**src/rtl/bus_pkg.sv**
```systemverilog
// rtl/bus_pkg.sv - shared serial system bus types and defaults
package bus_pkg;

    typedef enum logic [2:0] {
        ST_IDLE,
        ST_ADDR,
        ST_WDATA,
        ST_WRITE,
        ST_READ_REQ,
        ST_READ_WAIT,
        ST_RDATA
    } slave_state_t;

    localparam logic BUS_MODE_READ  = 1'b0;
    localparam logic BUS_MODE_WRITE = 1'b1;

    localparam int BUS_ADDR_W = 12;
    localparam int BUS_DATA_W = 8;

    function automatic int max_int(input int a, input int b);
        return (a > b) ? a : b;
    endfunction

endpackage

```
**src/rtl/bus_shift_reg.sv**
```systemverilog
// rtl/bus_shift_reg.sv - LSB-first serial-in / parallel-load / serial-out shift register
module bus_shift_reg #(
    parameter int W = 8
) (
    input  logic         clk,
    input  logic         rst_n,
    input  logic         load_i,
    input  logic [W-1:0] load_data_i,
    input  logic         shift_i,
    input  logic         sin_i,
    output logic [W-1:0] q_o
);

    logic [W-1:0] data_q;
    logic [W-1:0] data_d;

    // New bits enter at the MSB so the first bit received ends up at bit 0.
    always_comb begin
        data_d = data_q;
        if (load_i) begin
            data_d = load_data_i;
        end else if (shift_i) begin
            data_d = {sin_i, data_q[W-1:1]};
        end
    end

    always_ff @(posedge clk or negedge rst_n) begin
        if (!rst_n) begin
            data_q <= '0;
        end else begin
            data_q <= data_d;
        end
    end

    assign q_o = data_q;

endmodule

```
**src/rtl/bus_slave_port.sv**
```systemverilog
// rtl/bus_slave_port.sv - serial bus slave endpoint driving a local synchronous memory
module bus_slave_port
    import bus_pkg::*;
#(
    parameter int ADDR_W = BUS_ADDR_W,
    parameter int DATA_W = BUS_DATA_W
) (
    input  logic              clk,
    input  logic              rst_n,
    input  logic              s_sel,
    input  logic              m_valid,
    input  logic              m_mode,
    input  logic              m_wdata,
    output logic              s_ready,
    output logic              s_rdata,
    output logic              s_rvalid,
    output logic [ADDR_W-1:0] mem_addr,
    output logic [DATA_W-1:0] mem_wdata,
    output logic              mem_we,
    input  logic [DATA_W-1:0] mem_rdata
);

    localparam int MAX_W = max_int(ADDR_W, DATA_W);
    localparam int CNT_W = (MAX_W > 1) ? $clog2(MAX_W) : 1;
    localparam logic [CNT_W-1:0] CNT_ONE   = 1;
    localparam logic [CNT_W-1:0] ADDR_LAST = CNT_W'(ADDR_W - 1);
    localparam logic [CNT_W-1:0] DATA_LAST = CNT_W'(DATA_W - 1);

    slave_state_t       state_q, state_d;
    logic [CNT_W-1:0]   cnt_q, cnt_d;
    logic               mode_q, mode_d;
    logic [ADDR_W-1:0]  mem_addr_q, mem_addr_d;
    logic               s_ready_q, s_rvalid_q, s_rdata_q, mem_we_q;
    logic               s_rdata_d;
    logic [ADDR_W-1:0]  addr_q;
    logic [DATA_W-1:0]  data_q;
    logic               unused_addr_lsb;

    assign unused_addr_lsb = addr_q[0];

    always_comb begin
        state_d    = state_q;
        mode_d     = mode_q;
        mem_addr_d = mem_addr_q;
        case (state_q)
            ST_IDLE: begin
                if (m_valid && s_sel) begin
                    state_d = ST_ADDR;
                    mode_d  = m_mode;
                end
            end
            ST_ADDR: begin
                if (cnt_q == ADDR_LAST) begin
                    // Last address bit is still on the wire; fold it in directly.
                    mem_addr_d = {m_wdata, addr_q[ADDR_W-1:1]};
                    state_d    = (mode_q == BUS_MODE_WRITE) ? ST_WDATA : ST_READ_REQ;
                end
            end
            ST_WDATA:     if (cnt_q == DATA_LAST) state_d = ST_WRITE;
            ST_WRITE:     state_d = ST_IDLE;
            ST_READ_REQ:  state_d = ST_READ_WAIT;
            ST_READ_WAIT: state_d = ST_RDATA;
            ST_RDATA:     if (cnt_q == DATA_LAST) state_d = ST_IDLE;
            default:      state_d = ST_IDLE;
        endcase

        cnt_d = (state_d != state_q || state_q == ST_IDLE) ? '0 : cnt_q + CNT_ONE;

        // s_rdata is registered, so it looks one bit ahead of the shift register.
        s_rdata_d = 1'b0;
        if (state_d == ST_RDATA) begin
            s_rdata_d = (state_q == ST_READ_WAIT) ? mem_rdata[0] : data_q[1];
        end
    end

    always_ff @(posedge clk or negedge rst_n) begin
        if (!rst_n) begin
            state_q    <= ST_IDLE;
            cnt_q      <= '0;
            mode_q     <= BUS_MODE_READ;
            mem_addr_q <= '0;
            s_ready_q  <= 1'b1;
            s_rvalid_q <= 1'b0;
            s_rdata_q  <= 1'b0;
            mem_we_q   <= 1'b0;
        end else begin
            state_q    <= state_d;
            cnt_q      <= cnt_d;
            mode_q     <= mode_d;
            mem_addr_q <= mem_addr_d;
            s_ready_q  <= (state_d == ST_IDLE);
            s_rvalid_q <= (state_d == ST_RDATA);
            s_rdata_q  <= s_rdata_d;
            mem_we_q   <= (state_d == ST_WRITE);
        end
    end

    bus_shift_reg #(.W(ADDR_W)) u_addr_sr (
        .clk         (clk),
        .rst_n       (rst_n),
        .load_i      (1'b0),
        .load_data_i ('0),
        .shift_i     (state_q == ST_ADDR),
        .sin_i       (m_wdata),
        .q_o         (addr_q)
    );

    // Shared by the write-data and read-data paths; its contents are mem_wdata.
    bus_shift_reg #(.W(DATA_W)) u_data_sr (
        .clk         (clk),
        .rst_n       (rst_n),
        .load_i      (state_q == ST_READ_WAIT),
        .load_data_i (mem_rdata),
        .shift_i     (state_q == ST_WDATA || state_q == ST_RDATA),
        .sin_i       (m_wdata && (state_q == ST_WDATA)),
        .q_o         (data_q)
    );

    assign s_ready   = s_ready_q;
    assign s_rvalid  = s_rvalid_q;
    assign s_rdata   = s_rdata_q;
    assign mem_we    = mem_we_q;
    assign mem_addr  = mem_addr_q;
    assign mem_wdata = data_q;

endmodule

```
**config.mk**
```make
export PLATFORM = sky130hd
export DESIGN_NAME = bus_slave_port
export DESIGN_NICKNAME = d
export VERILOG_FILES = /design/src/rtl/bus_pkg.sv /design/src/rtl/bus_shift_reg.sv /design/src/rtl/bus_slave_port.sv
export SDC_FILE = /design/constraint.sdc
export NUM_CORES = 1
export LEC_CHECK = 0
export ABC_AREA = 1
export CAP_MARGIN = 20
export CORE_MARGIN = 2
export CORE_UTILIZATION = 36
export DETAILED_ROUTE_END_ITERATION = 7
export GPL_TIMING_DRIVEN = 0
export PLACE_DENSITY = 0.58
export REMOVE_ABC_BUFFERS = 1
export SYNTH_ARGS = -nofsm -noshare
export SYNTH_HDL_FRONTEND = slang
export SYNTH_SLANG_ARGS = --single-unit
```
**constraint.sdc**
```tcl
create_clock -name clk -period 1.9 [get_ports clk]
set_clock_uncertainty 0.1 [all_clocks]
set_input_delay 0.19 -clock clk [delete_from_list [all_inputs] [get_ports clk]]
set_output_delay 0.19 -clock clk [all_outputs]
set_load 0.02 [all_outputs]
```
# --- Word-level counts from Yosys, hierarchy flattened ---
# Index checks and enable logic that the tools add are counted.
totals:
  ff_bits: 44
  in_bits: 14
  out_inout_bits: 24
  word_cells: 41
op_classes:
  n_addsub: 1
  n_eq_ne: 10
  muxes: 11
  reduce_logical: 9
ops:
  columns: ["cell", "count"]
  rows:
  - ["3-bit one-hot mux with 6 select lines", 1]
  - ["8-bit two-way mux", 2]
  - ["3-bit two-way mux", 5]
  - ["3-bit == test (second input constant)", 4]
  - ["3-bit by 2-bit == test with 1-bit output (second input constant)", 2]
  - ["3-bit logical NOT", 2]
  - ["4-bit by 1-bit adder with 4-bit output (second input constant)", 1]
  - ["4-bit by 3-bit == test with 1-bit output (second input constant)", 1]
  - ["4-bit == test (second input constant)", 1]
  - ["4-bit two-way mux", 1]
  - ["2-bit AND reduction", 2]
  - ["3-bit by 1-bit == test with 1-bit output (second input constant)", 1]
  - ["3-bit inequality test", 1]
  - ["1-bit logical AND", 2]
  - ["1-bit logical OR", 2]
  - ["1-bit two-way mux", 2]
  - ["2-bit nonzero test", 1]

# --- Depth between registers and ports, before layout ---
# Gate-level depths: netlist (run 1).
logic_depth:
  depth_word: 6
  mapped_depth: 9
  depth_no_buf: 9

# --- Cells and area by module ---
# From an unflattened synthesis (run 1), not the netlist that was laid out.
hier_totals:
  hier_cells: 210
  hier_area_um2: 2042.0
modules_own_cells:
  columns: ["module", "instances", "cells_per_inst", "area_per_inst_um2", "seq_area_each_um2"]
  rows:
  - ["bus_slave_port", 1, 100, 1099.8, 601.8]
  - ["bus_shift_reg (u_addr_sr)", 1, 66, 568.0, 300.3]
  - ["bus_shift_reg (u_data_sr)", 1, 44, 374.1, 200.2]

# --- Worst setup path after synthesis (run 1) ---
# Ideal clock, no wire load.
synth_path:
  path_type: "flip-flop to flip-flop"
  startpoint: "register cnt_q[0]"
  endpoint: "register mem_addr_q[10] (netlist: mem_addr[10])"
  setup_time_ns: 0.121
  t_arrival_ns: 1.162
  required_time_ns: 1.679
  slack_ns: 0.517
  path_stages_with_launch: 8
  path_buffers: 1
  synth_period_minus_slack_ns: 1.383
  path_cell_list: "dfrtp_1 ha_1 nand3_1 nor2_2 inv_2 buf_6 nand2_1 o21ai_1"
synth_via:
  elab_chain_len: 2
synth_rtl:
  columns: ["item", "line", "rtl"]
  rows:
  - ["start: declaration", "bus_slave_port.sv:30", "logic [CNT_W-1:0] cnt_q, cnt_d;"]
  - ["start signal: assignment", "bus_slave_port.sv:88", "cnt_q <= cnt_d;"]
  - ["4-bit == test", "bus_slave_port.sv:53", "if (cnt_q == ADDR_LAST) begin"]
  - ["2-bit AND reduction (no line)", null, null]
  - ["end signal: assignment", "bus_slave_port.sv:90", "mem_addr_q <= mem_addr_d;"]
  - ["end: declaration", "bus_slave_port.sv:32", "logic [ADDR_W-1:0] mem_addr_q, mem_addr_d;"]
# No other way between the ends.
# A chain may end at the register's enable or synchronous reset.

# --- Worst setup path in the final report (run 1) ---
layout_path:
  startpoint: "register s_ready_q (netlist: s_ready)"
  endpoint: "output s_ready"
layout_rtl:
  columns: ["item", "line", "rtl"]
  rows:
  - ["start: declaration", "bus_slave_port.sv:33", "logic s_ready_q, s_rvalid_q, s_rdata_q, mem_we_q;"]
  - ["start signal: assignment", "bus_slave_port.sv:91", "s_ready_q <= (state_d == ST_IDLE);"]
  - ["end: declaration", "bus_slave_port.sv:14", "output logic s_ready,"]
# No word-level cell between the ends.

==> impl_metrics.ini, run 1 <==
[layout]
fillers = 484
postLayoutCellArea_um2 = 2390
layout.nets = 255
seqCellArea_um2 = 1080
num_antenna_cells = 0
drive_gt1_frac = 0.108
synthToLayoutAreaGrowth_pct = 31.8
utilization = 0.500
multi_input_area_um2 = 587
fin_cells = 308

[worst_setup_path]
crit_required_ps = 1610
worst_setup_path_start_kind = flop
path_delay_family = buffers and inverters
cpPeakStageDelay_ps = 600
slowest_stage = clkdlybuf4s50_1
reg2reg_slack_ps = 220
cp_max_fo = 1
critPathCaptureType = output pin
critPathBufInv = 1
crit_chain = clkdlybuf4s50_1
worstPathArrival_ps = 1400
path_class = flop to output pin

[yosys]
yosysWarnings = 0
seq_area_frac_synth = 0.594
syn-cell-area_um2 = 1810
synth-seq-cells = 43
syn_inst = 199
synth_cell_types = 25
avgSynthCellArea_um2 = 9.12

[power]
powerDensity_nw_per_um2 = 1380
ir_worst_vdd_v = 0.000937
power_leakage_nw = 1.13

[clock_network]
clk_pin_slew_worst_paths_ps = 80
cts.path.max_buffers = 2
cts-root-buf = clkbuf_8
cts_buffers = 5
cts_tree = yes
cts_sinks = 43
cts_setup_buffers = 0
h-tree-depth = 2
clock_latency_ps = 290

[floorplanning]
core_area_um2 = 4790
die-area_um2 = 5620
io_pins = 38
start_util = 0.379
num_rows = 25
die_height_um = 75.0
die_w_um = 75.0

[placement]
dp_hpwl_um = 2510
place_area_um2 = 2240
gp_congestion = 0.743
dp_cells = 299
port_buffers = 37

[global_routing]
grt_max_degree = 34
grt_util_all_layers = 0.137
grt_pass1_vias = 1211
antenna_found_initial = 0
overflow = 0
grt_pass1_wl_um = 5700

[routing]
drt_iter0_markers = 68
ant_nets = 0
wl_per_cell_um = 11.3
wl_um = 3470
vias = 1343
viasPerCell = 4.36
firstDrtPassIters = 4
route.detailed.drc = 0

[job]
drv_cap = 0

[sta]
min_period_ps = 1690
setup_viol = 0
final_hold_viol_count = 0
max-slew-margin-rel = 0.746
rsz0062_at_grt = false
final_max_slew_viol_count = 0
fmax_mhz = 592
period_share = 0.890
hold_ws_ps = 205
worst_pin_slew_ps = 381

[outcome]
status = finished clean

[hold_path]
hold_path.class = input port to async pin
[worst paths after layout]
kind                            cells after the start        to        from
worst max-delay path                                1   s_ready     s_ready
worst min-delay path                                2  cnt_q[0]       rst_n
worst max register to register                      8   s_ready  state_q[0]
worst min register to register                      1  cnt_q[0]    cnt_q[0]
max in group asynchronous                           3    mem_we       rst_n
min in group clk                                    1  cnt_q[0]    cnt_q[0]
[flip-flops by register name, summed over array words and instances, names as in the netlist]
| name | flops |
|---|---|
| s_rdata | 1 |
| u_addr_sr.q_o | 11 |
| s_rvalid | 1 |
| state_q | 3 |
| mem_addr | 12 |
| u_data_sr.q_o | 8 |
| mode_q | 1 |
| s_ready | 1 |
| mem_we | 1 |
| cnt_q | 4 |
[synthesized netlist by cell type]
cell,count,area [um2]
nand2_1,59,221
xor2_1,1,8.76
nand3_2,2,20.0
inv_1,22,82.6
nor2_1,9,33.8
o211ai_2,1,12.5
dfstp_2,1,26.3
o21ai_0,12,60.1
dfrtp_1,42,1050
inv_2,7,26.3
nand3_1,12,60.1
a21oi_2,1,8.76
clkbuf_1,1,3.75
inv_4,1,6.26
o31ai_2,1,12.5
buf_2,1,5.00
a21oi_1,1,5.00
o221ai_1,1,8.76
buf_6,3,33.8
ha_1,1,12.5
o21ai_1,13,65.1
o211ai_1,3,22.5
nor2_2,2,12.5
nand2_2,1,6.26
xnor2_1,1,8.76
[logic make-up (layout without fill, tap and decap cells)]
group,Yosys count,after routing,share of synthesized area
AND/OR/NAND/NOR,85,85,0.195
flip-flops,43,43,0.594
buffers and inverters,35,77,0.0869
adder cells (fa/ha/maj),1,1,0.00690
AO/OA/AOI/OAI,33,33,0.108
XOR/XNOR,2,2,0.00966
[per-stage QoR]
stage          total power [W]  setup TNS [ps]  setup slack [ps]
2_1_floorplan          0.00205               0               375
3_3_place_gp           0.00245          -25110              -595
3_5_place_dp           0.00248               0              43.0
4_1_cts                0.00333               0              23.7
5_1_grt                0.00356               0              32.0
6_report               0.00329               0               210
[per-layer routing]
layer  part of all wire  up-vias  track usage  wire length (um)
li1                   -      708            -                 -
met1               0.49      614        0.191              1700
met2               0.47       17        0.203              1650
met3              0.020        4       0.0361                70
met4              0.016        0       0.0595                55
met5                  0        -            0                 0
[cell type report]
type / instances / share of cell area
clock buffers: 6 / 0.0304
clock inverters: 2 / 0.0251
repair buffers: 39 / 0.165
well taps: 67 / 0.0351
multi-input cells: 121 / 0.245
flip-flops and latches: 43 / 0.451
inverters: 30 / 0.0481
[power by group]
group	internal (W)	switching [W]	leakage, nW
registers	0.00118	0.000162	0.542
logic	0.000447	0.000682	0.524
clock network	0.000525	0.000300	0.0654
total	0.00215	0.00114	1.13
[cells in the final DEF (no fill, tap or decap), types with 2 or more instances in the layout]
cell type	synthesis	layout
nand3_1	12	12
inv_2	7	7
nor2_2	2	2
dfrtp_1	42	42
clkbuf_8	0	5
o21ai_1	13	13
clkdlybuf4s50_1	0	36
inv_1	22	22
o21ai_0	12	12
nand2_1	59	59
bufinv_16	0	2
o211ai_1	3	3
nor2_1	9	9
[timing repair]
item,4_1_cts,5_1_grt
hold buffers,1,0
endpoints found under the setup margin,0,18
hold endpoints to repair,43,0
gates resized for setup,0,1
Note: power is estimated with default switching activity, not from simulation.
==> run 2: changes to the inputs <==
- PLACE_DENSITY: 0.58 -> 0.57
- SYNTH_HIERARCHICAL: default -> 1
==> run 2 against run 1 <==
Against the previous run:
- flip-flop and latch count unchanged
- critical path depth unchanged
- via count up 12%
- clock-buffer cell count up 1
- cell area up 7.5%
- final cell count up 8.4%
- highest routed layer unchanged
- die area up 9.7%
- non-clock buffer count up 2
- clock power down 33%
- synthesized cell count up 3.0%
==> impl_metrics.ini, run 2 <==
[outcome]
status = finished clean

[worst_setup_path]
startpoint = s_ready
crit_required_ps = 1610
rr_startpoint = state_q[0]
worst_setup_path_start_kind = flop
ff2ff_path_depth = 7
critPathBufInv = 1
worstSetupPathDepth = 1
critPathCaptureType = output pin
cpPeakStageDelay_ps = 600
path_delay_family = buffers and inverters
reg2reg_slack_ps = 240
crit_chain = clkdlybuf4s50_1
slowest_stage = clkdlybuf4s50_1
worstSetupEndpoint = s_ready
path_class = flop to output pin
r2r-end = cnt_q[2]
cp_max_fo = 1
worstPathArrival_ps = 1410

[sta]
final_max_slew_viol_count = 0
setup_viol = 0
final_hold_viol_count = 0
period_share = 0.896
fmax_mhz = 588
hold_ws_ps = 162
rsz0062_at_grt = false
min_period_ps = 1700

[routing]
wl_per_cell_um = 11.9
viasPerCell = 4.52
wl_um = 3970
drt_iter0_markers = 64
ant_nets = 0
route.detailed.drc = 0
firstDrtPassIters = 4
vias = 1509

[clock_network]
cts_resized = 0
cts.path.max_buffers = 2
cts_tree = yes
h-tree-depth = 2
clk_pin_slew_worst_paths_ps = 80
cts_sinks = 43
cts-root-buf = clkbuf_8
cts_buffers = 5
clock_latency_ps = 290

[floorplanning]
core_area_um2 = 5440
num_rows = 27
io_pins = 38
die_w_um = 78.5
die_height_um = 78.5
start_util = 0.368
die-area_um2 = 6170

[placement]
port_buffers = 37
gp_congestion = 0.777
dp_cells = 323
dp_hpwl_um = 2760
place_area_um2 = 2460

[power]
ir_worst_vdd_v = 0.000452
total_power_w = 0.00340
power_leakage_nw = 1.22
powerDensity_nw_per_um2 = 1320

[layout]
synthToLayoutAreaGrowth_pct = 28.5
final_common_cell = nand2_1
final_cell_mix = nand2_1 (53), nand3_1 (44), dfrtp_1 (42), clkdlybuf4s50_1 (36), conb_1 (16)
layout.nets = 276
drive_gt1_frac = 0.153
utilization = 0.473
seqCellArea_um2 = 1080
postLayoutCellArea_um2 = 2570
fin_cells = 334
largest_register_ffs = 12
num_antenna_cells = 0
multi_input_area_um2 = 870
fillers = 516

[job]
drv_cap = 0

[global_routing]
antenna_found_initial = 0
grt_max_degree = 38
overflow = 0
grt_pass1_vias = 1515
grt_util_all_layers = 0.148
grt_pass1_wl_um = 7120

[yosys]
yosysWarnings = 6
avgSynthCellArea_um2 = 9.75
syn_inst = 205
syn-cell-area_um2 = 2000

[hold_path]
hold_path.class = input port to async pin
run 2: worst min path at each step:
stage / from / endpoint / cells after the start
after floorplan: rst_n / cnt_q[0] / 0
after global placement: cnt_q[0] / cnt_q[0] / 1
after detailed placement: rst_n / mem_we / 1
after CTS: rst_n / mem_we / 2
after global routing: rst_n / mem_we / 2
final: rst_n / mem_we / 2
run 2: layer usage:
metal	global-route usage	routed length, um	up-vias
li1	-	-	768
met1	0.198	1920	696
met2	0.229	1780	39
met3	0.0437	208	6
met4	0.0474	56	0
met5	0	0	-
run 2: cell type report:
| class | count | area share |
|---|---|---|
| clock buffers | 7 | 0.0297 |
| clock inverters | 1 | 0.00195 |
| inverters | 11 | 0.0161 |
| multi-input cells | 159 | 0.338 |
| flip-flops and latches | 43 | 0.419 |
| well taps | 72 | 0.0351 |
| repair buffers | 41 | 0.160 |
run 2: repair_timing:
| action | 4_1_cts | 5_1_grt |
|---|---|---|
| setup buffers | 0 | 2 |
| setup endpoints to repair | 0 | 12 |
| endpoints found under the hold margin | 42 | 0 |
| hold buffers | 1 | 0 |
run 2: report_power, final:
part	internal, W	switching [W]
Sequential	0.00121	0.000223
Clock	0.000258	0.000298
Combinational	0.000631	0.000775
Total	0.00210	0.00130
run 2: per-stage QoR:
stage | setup WS [ps] | TNS (ps)
CTS | 89.7 | 0
global route | 23.8 | 0
detailed placement | 105 | 0
global placement | -690 | -29080
finish | 198 | 0
floorplan | 339 | 0
==> run 3: changes to the inputs <==
- CTS_BUF_LIST: default -> sky130_fd_sc_hd__clkbuf_8
==> run 3 against run 2 <==
Against the previous run:
- die area did not move
- largest power group unchanged
- sequential share of layout area did not move
- first-iteration DRC count fell by 6.3%
- utilization did not move
- cell area did not move
- critical path type unchanged
- sequential power barely moved
- final cell count did not move
- clock-buffer cell count fell by 2
- global-route usage did not move
- highest routed layer unchanged
- wire length barely moved
- non-clock buffer count did not move
==> impl_metrics.ini, run 3 (synthesized netlist as in run 2, its figures left out) <==
[outcome]
status = finished clean

[clock_network]
cts-root-buf = clkbuf_8
cts_tree = yes
h-tree-depth = 2
clock_latency_ps = 290
cts_resized = 0
cts.path.max_buffers = 2
cts_sinks = 43
clk_pin_slew_worst_paths_ps = 80
cts_buffers = 5

[worst_setup_path]
rr_startpoint = state_q[0]
critPathCaptureType = output pin
worstSetupPathDepth = 1
path_delay_family = buffers and inverters
worstPathArrival_ps = 1410
reg2reg_slack_ps = 240
cpPeakStageDelay_ps = 600
path_class = flop to output pin
crit_chain = clkdlybuf4s50_1
crit_required_ps = 1610
cp_max_fo = 1
ff2ff_path_depth = 7
worst_setup_path_start_kind = flop
r2r-end = cnt_q[2]
critPathBufInv = 1
slowest_stage = clkdlybuf4s50_1

[power]
power_leakage_nw = 1.23
ir_worst_vdd_v = 0.000450
powerDensity_nw_per_um2 = 1320

[global_routing]
grt_pass1_wl_um = 7120
grt_max_degree = 38
overflow = 0
antenna_found_initial = 0
grt_pass1_vias = 1515
grt_util_all_layers = 0.148

[layout]
final_common_cell = nand2_1
drive_gt1_frac = 0.153
num_antenna_cells = 0
largest_register_ffs = 12
layout.nets = 276
synthToLayoutAreaGrowth_pct = 28.5
final_cell_mix = nand2_1 (53), nand3_1 (44), dfrtp_1 (42), clkdlybuf4s50_1 (36), conb_1 (16)

[floorplanning]
die-area_um2 = 6170
num_rows = 27
start_util = 0.368
die_height_um = 78.5
die_w_um = 78.5
io_pins = 38
core_area_um2 = 5440

[routing]
viasPerCell = 4.52
ant_nets = 0
route.detailed.drc = 0
wl_per_cell_um = 11.9
vias = 1509
firstDrtPassIters = 4
wl_um = 3970
drt_iter0_markers = 60

[hold_path]
hold_path.class = input port to async pin

[job]
drv_cap = 0

[sta]
final_max_slew_viol_count = 0
fmax_mhz = 588
min_period_ps = 1700
period_share = 0.896
final_hold_viol_count = 0
setup_viol = 0
final.setup.tns_ps = 0
rsz0062_at_grt = false
layout_setup_ws_ps = 198

[placement]
gp_congestion = 0.777
port_buffers = 37
dp_hpwl_um = 2760
place_ws_ps = 105
[run 3: cell types whose count changed in the layout (fill, tap and decap cells not counted), sizes merged]
cell,change
clkbuf,-2
inv,+2
[run 3: area by class of cell]
cell class              count  area [um2]
clock buffers               5        68.8
inverters                  11        41.3
repair buffers             41         410
fillers                   516        2870
well taps                  72        90.1
multi-input cells         159         870
flip-flops and latches     43        1080
clock inverters             3        12.5
[run 3: timing repair]
item,4_1_cts,5_1_grt
hold buffers,1,0
hold endpoints to repair,42,0
buffers inserted,0,2
setup endpoints to repair,0,12
[run 3: metal layers]
layer  up-vias  global-route usage  routed length [um]  part of all wire
li1        768                   -                   -                 -
met1       696               0.198                1920              0.48
met2        39               0.229                1780              0.45
met3         6              0.0437                 208             0.052
met4         0              0.0474                  56             0.014
met5         -                   0                   0                 0
[run 3: worst max path at each step]
stage,from,end
after floorplan,state_q[1],mem_addr[10]
after global placement,rst_n,mem_addr[6]
after detailed placement,state_q[1],mem_addr[4]
after CTS,state_q[1],mem_addr[8]
after global routing,state_q[0],cnt_q[2]
final,s_ready,s_ready
[run 3: power breakdown]
group	internal, W	total (W)	switching, W
sequential	0.00121	0.00144	0.000223
clock	0.000247	0.000546	0.000299
combinational	0.000631	0.00141	0.000775
[run 3: metrics by stage]
step	instance area, um2	power [W]	utilization	hold WS [ps]	instances
final	2570	0.00339	0.473	162	334
after global routing	2570	0.00367	0.473	182	334
after CTS	2550	0.00338	0.470	157	332
after detailed placement	2460	0.00281	0.453	-48.5	323
after global placement	2450	0.00280	0.450	353	322
after floorplan	1990	0.00229	-	-206	213
